`src/rtl/wb_regfile_sequencer.sv`:
```
`default_nettype none
// +--------------------------------------------------------------------------+
// | wb_regfile_sequencer: write-back sequencer committing up to two writes   |
// | per bundle into a bypassed 16 x 32 register file. Revision: 1.0          |
// +--------------------------------------------------------------------------+
module wb_regfile_sequencer #(
   parameter int NUM_REGS = 16,
   parameter int DATA_W   = 32,
   parameter int PC_REG   = 15
) (
   input  logic                  clock,
   input  logic                  reset_n,
   input  logic                  in_valid,
   output logic                  in_ready,
   input  logic [2*DATA_W+11:0]  in_bundle,
   input  logic [3:0]            rd_addr_a,
   output logic [DATA_W-1:0]     rd_data_a,
   input  logic [3:0]            rd_addr_b,
   output logic [DATA_W-1:0]     rd_data_b,
   output logic                  rf_we,
   output logic [3:0]            rf_waddr,
   output logic [DATA_W-1:0]     rf_wdata,
   output logic                  pc_redirect_valid,
   output logic [DATA_W-1:0]     pc_redirect_target
);

   localparam int         BUNDLE_W = 2 * DATA_W + 12;
   localparam logic [3:0] PC_ADDR  = 4'(PC_REG);

   typedef enum logic [0:0] {
      IDLE = 1'b0,
      BASE = 1'b1
   } state_t;

   logic [3:0]        ctrl_wb;
   logic [3:0]        addr_wb;
   logic [3:0]        addr_upd;
   logic [DATA_W-1:0] base_data;
   logic [DATA_W-1:0] wb_data;
   logic              wb_en;
   logic              base_en;
   logic              byte_en;
   logic              accept;
   logic              unused_ctrl;

   state_t            state_q, state_d;
   logic [3:0]        base_addr_q, base_addr_d;
   logic [DATA_W-1:0] base_data_q, base_data_d;
   logic [DATA_W-1:0] regs_q [NUM_REGS];
   logic [DATA_W-1:0] regs_d [NUM_REGS];
   logic              pc_valid_q, pc_valid_d;
   logic [DATA_W-1:0] pc_target_q, pc_target_d;

   assign ctrl_wb     = in_bundle[BUNDLE_W-1 -: 4];
   assign addr_wb     = in_bundle[BUNDLE_W-5 -: 4];
   assign addr_upd    = in_bundle[BUNDLE_W-9 -: 4];
   assign base_data   = in_bundle[2*DATA_W-1 -: DATA_W];
   assign wb_data     = in_bundle[DATA_W-1:0];
   assign wb_en       = ctrl_wb[3];
   assign base_en     = ctrl_wb[2];
   assign byte_en     = ctrl_wb[1];
   assign unused_ctrl = ctrl_wb[0];

   assign in_ready = (state_q == IDLE);
   assign accept   = in_valid && in_ready;

   always_comb begin
      state_d     = state_q;
      base_addr_d = base_addr_q;
      base_data_d = base_data_q;
      rf_we       = 1'b0;
      rf_waddr    = '0;
      rf_wdata    = '0;
      case (state_q)
         IDLE: begin
            if (accept) begin
               if (wb_en) begin
                  rf_we    = 1'b1;
                  rf_waddr = addr_wb;
                  rf_wdata = byte_en ? {{(DATA_W-8){1'b0}}, wb_data[7:0]} : wb_data;
                  // Same-address base update is dropped: the loaded value wins.
                  if (base_en && (addr_upd != addr_wb)) begin
                     state_d     = BASE;
                     base_addr_d = addr_upd;
                     base_data_d = base_data;
                  end
               end else if (base_en) begin
                  rf_we    = 1'b1;
                  rf_waddr = addr_upd;
                  rf_wdata = base_data;
               end
            end
         end
         BASE: begin
            rf_we    = 1'b1;
            rf_waddr = base_addr_q;
            rf_wdata = base_data_q;
            state_d  = IDLE;
         end
         default: state_d = IDLE;
      endcase
      if (!reset_n) begin
         rf_we    = 1'b0;
         rf_waddr = '0;
         rf_wdata = '0;
      end
   end

   always_comb begin
      regs_d = regs_q;
      if (rf_we) begin
         regs_d[rf_waddr] = rf_wdata;
      end
      pc_valid_d  = rf_we && (rf_waddr == PC_ADDR);
      pc_target_d = pc_valid_d ? rf_wdata : pc_target_q;
   end

   always_ff @(posedge clock or negedge reset_n) begin
      if (!reset_n) begin
         state_q     <= IDLE;
         base_addr_q <= '0;
         base_data_q <= '0;
         pc_valid_q  <= 1'b0;
         pc_target_q <= '0;
         for (int i = 0; i < NUM_REGS; i++) begin
            regs_q[i] <= '0;
         end
      end else begin
         state_q     <= state_d;
         base_addr_q <= base_addr_d;
         base_data_q <= base_data_d;
         pc_valid_q  <= pc_valid_d;
         pc_target_q <= pc_target_d;
         regs_q      <= regs_d;
      end
   end

   assign pc_redirect_valid  = pc_valid_q;
   assign pc_redirect_target = pc_target_q;

   // Reads see the write that lands at the coming edge.
   assign rd_data_a = (rf_we && (rf_waddr == rd_addr_a)) ? rf_wdata : regs_q[rd_addr_a];
   assign rd_data_b = (rf_we && (rf_waddr == rd_addr_b)) ? rf_wdata : regs_q[rd_addr_b];

endmodule
`default_nettype wire

```
`config.mk`:
```
export PLATFORM = sky130hd
export DESIGN_NAME = wb_regfile_sequencer
export DESIGN_NICKNAME = d
export VERILOG_FILES = /design/src/rtl/wb_regfile_sequencer.sv
export SDC_FILE = /design/constraint.sdc
export NUM_CORES = 1
export LEC_CHECK = 0
export CAP_MARGIN = 10
export CORE_ASPECT_RATIO = 0.8
export CORE_UTILIZATION = 64
export CTS_BUF_LIST = sky130_fd_sc_hd__clkbuf_16
export CTS_CLUSTER_DIAMETER = 30
export DETAILED_ROUTE_END_ITERATION = 10
export PLACE_DENSITY = 0.86
export SLEW_MARGIN = 10
export SYNTH_ARGS = -nofsm -noshare
export SYNTH_HDL_FRONTEND = slang
export SYNTH_SLANG_ARGS = --single-unit
```
`constraint.sdc`:
```
create_clock -name clock -period 5.7 [get_ports clock]
set_input_delay 0.855 -clock clock [delete_from_list [all_inputs] [get_ports clock]]
set_output_delay 0.855 -clock clock [all_outputs]
set_load 0.03 [all_outputs]
```
==> flow_metrics.tcl <==
set metrics [dict create \
    run_status "finished, final reports clean" \
    route.detailed.drc 0 \
    holdWs_ns 0.126 \
    ant_nets 0 \
    slew_violations 0 \
    arrival_ns 4.19 \
    r2r_end "regs_q[500]" \
    path_cells "clkdlybuf4s50_1 > nand3b_1 > a221oi_2 > xor2_1 > a2111oi_4 > buf_4 > mux2_1 > buf_4" \
    ys_ff_latch 550 \
    clockBufferDepth 3 \
    cp_num_cells 8 \
    die_area_sq_um 48400 \
    nNetsFinal 2200 \
    fillCellCount 2480 \
    setup_viol 0 \
    layout-drive-gt1-share_pct 58.5 \
    antenna_cells 0 \
    crit_path_max_incr_delay_ns 0.72 \
    synth-seq-area-share_pct 45.3 \
    root_buffer "clkbuf_16" \
    p_leak_nw 16.8 \
    place_congestion 0.849 \
    yosys_warnings 0 \
    cts_sinks 550 \
    syn-cell-area_sq_um 30400 \
    crit_start "in_bundle[74]" \
    fmax_ghz 0.198 \
    cts_buffers 107 \
    vias 20065 \
    initial_utilization_pct 64.8 \
    clk_pin_slew_ns 0.05 \
    insertion_delay_ns 0.66 \
    fp.dieW_microns 246 \
    fin_worst_skew_ns 0.0214 \
    required_ns 4.85 \
    num_rows 71 \
    grt_pass1_wl_microns 134000 \
    maxCapViolations 0 \
    vias_per_cell 7.10 \
    synth_nets 2000 \
    setup_tns_ns 0 \
    grt_pass1_vias 21650 \
    antenna_found_initial 3 \
    grt_max_degree 180 \
    ff2ff_setup_slack_ns 1.88 \
    io_buffers 220 \
    cp_num_buf_inv 3 \
    min_path_type "in -> async" \
    final_cell_mix "555 x mux2_2, 550 x dfrtp_1, 320 x mux4_2, 179 x buf_4, 118 x clkdlybuf4s50_1" \
    track_usage_pct 37.7 \
    netlist_instances 1913 \
    crit_top_cell "buf_4" \
    dr.pass1.iters 5 \
    multi_input_area_sq_um 15500 \
    cts_tree "yes" \
    crit_end "rd_data_a[29]" \
    die_h_microns 197 \
    worstSetupPathType "in -> out" \
    crit_family "buffers and inverters" \
    hpwlAfterDp_microns 50800 \
    drtIter0Drc 1798 \
    fin_crit_sh_pct 88.6 \
    post-cts-setup-buffers 0 \
    slowest_stage "clkdlybuf4s50_1" \
    worst_setup_path_end_kind "output port" \
    hold_viol 0 \
    critical_path.startpoint_type "primary input" \
    reg2reg_from "state_q" \
    r2r_cells 6 \
    avgSynthCellArea_sq_um 15.9 \
    layout_commonest_cell "mux2_2" \
    coreArea_sq_um 46900 \
    io_pins 222 \
    dp_cells 2624 \
    routed_wl_microns 87400 \
    fin_util_pct 78.1 \
    synth.distinct_cells 49 \
    cts_htree_levels 3 \
    crit_fanout 15 \
    rsz0062_at_grt "false" \
    seq_area_sq_um 13800 \
    area_growth_pct 20.4 \
    fin_crit_ns 5.05 \
    wire_per_inst_microns 30.9 \
    gr-total-overflow 0 \
    ir_worst_vdd_mv 0.279 \
    powerDensity_nw_per_um2 334 \
    ctsHoldBuffers 0 \
    cts_resized 0 \
    tightest_slew_ns 1.13 \
    maxSlewHeadroom_pct 24.0 \
    final_cells 2827 \
]
synth_stat cells (all sizes together):
| cell type | n | area [sq um] |
|---|---|---|
| mux2 | 612 | 6890 |
| nand2 | 31 | 126 |
| or3b | 1 | 11.3 |
| nand3b | 4 | 42.5 |
| inv | 5 | 18.8 |
| or2 | 1 | 6.26 |
| nand3 | 2 | 10.0 |
| or3 | 2 | 12.5 |
| a2bb2oi | 24 | 210 |
| o211a | 1 | 10.0 |
| o211ai | 1 | 7.51 |
| xor2 | 8 | 70.1 |
| a2111oi | 2 | 55.1 |
| o21ai | 4 | 20.0 |
| clkinv | 1 | 3.75 |
| buf | 145 | 858 |
| nor2b | 29 | 181 |
| nor3b | 2 | 15.0 |
| a221o | 1 | 10.0 |
| o311ai | 1 | 26.3 |
| nand4b | 1 | 8.76 |
| o21a | 1 | 7.51 |
| and3 | 1 | 6.26 |
| and2 | 4 | 25.0 |
| a211oi | 1 | 7.51 |
| a221oi | 3 | 50.1 |
| nand2b | 2 | 12.5 |
| nor4 | 3 | 33.8 |
| a22o | 8 | 70.1 |
| clkbuf | 73 | 274 |
| o2111ai | 1 | 15.0 |
| a22oi | 3 | 27.5 |
| mux4 | 320 | 7210 |
| dfrtp | 550 | 13800 |
| nor2 | 29 | 124 |
| xnor2 | 2 | 17.5 |
| a21oi | 34 | 170 |
layer usage:
layer / vias up / track usage (%) / share of wire [%]
li1: 7908 / - / -
met1: 10704 / 49.7 / 37
met2: 1180 / 59.3 / 49
met3: 269 / 10.0 / 9.8
met4: 4 / 16.9 / 4.3
met5: - / 0 / 0.035
logic make-up after synthesis:
| family | share of synthesized area, % |
|---|---|
| buffers and inverters | 3.80 |
| multiplexers | 46.4 |
| XOR/XNOR | 0.288 |
| flip-flops | 45.3 |
| AND/OR/NAND/NOR | 2.02 |
| AO/OA/AOI/OAI | 2.26 |
state kept, by name, indices dropped and copies added (netlist names):
register / flops
regs_q: 512
base_addr_q: 4
state_q: 1
base_data_q: 32
pc_redirect_valid: 1
through the flow:
step	power [mW]	worst slack [ns]	instance area [sq um]
after global placement	5.56	0.862	32800
after floorplan	5.15	1.56	30400
after global routing	12.6	0.541	36600
final	12.2	0.651	36600
after detailed placement	5.62	0.764	32800
after CTS	12.3	0.699	36600
where the power goes:
| group | switching, mW | internal, mW | leakage (nW) |
|---|---|---|---|
| registers | 0.169 | 4.14 | 7.56 |
| clock network | 2.32 | 4.33 | 1.85 |
| logic | 0.653 | 0.634 | 7.38 |
| total | 3.14 | 9.10 | 16.8 |
cell type report:
cell class | count | area share, %
clock inverter | 93 | 2.95
clock buffer | 110 | 7.52
inverter | 6 | 0.0615
multi-input combinational | 1139 | 42.5
tap | 620 | 2.12
timing repair buffer | 309 | 7.30
sequential | 550 | 37.6
worst min-delay path by stage:
stage                     slack [ns]              to            from
after floorplan                 0.47      regs_q[40]      regs_q[40]
after global placement          0.48     regs_q[229]     regs_q[229]
after detailed placement        0.50  base_data_q[5]  base_data_q[5]
after CTS                       0.11     regs_q[224]         reset_n
after global routing            0.13  base_addr_q[3]         reset_n
final                           0.13  base_addr_q[2]         reset_n
(Power assumes the default switching activity.)
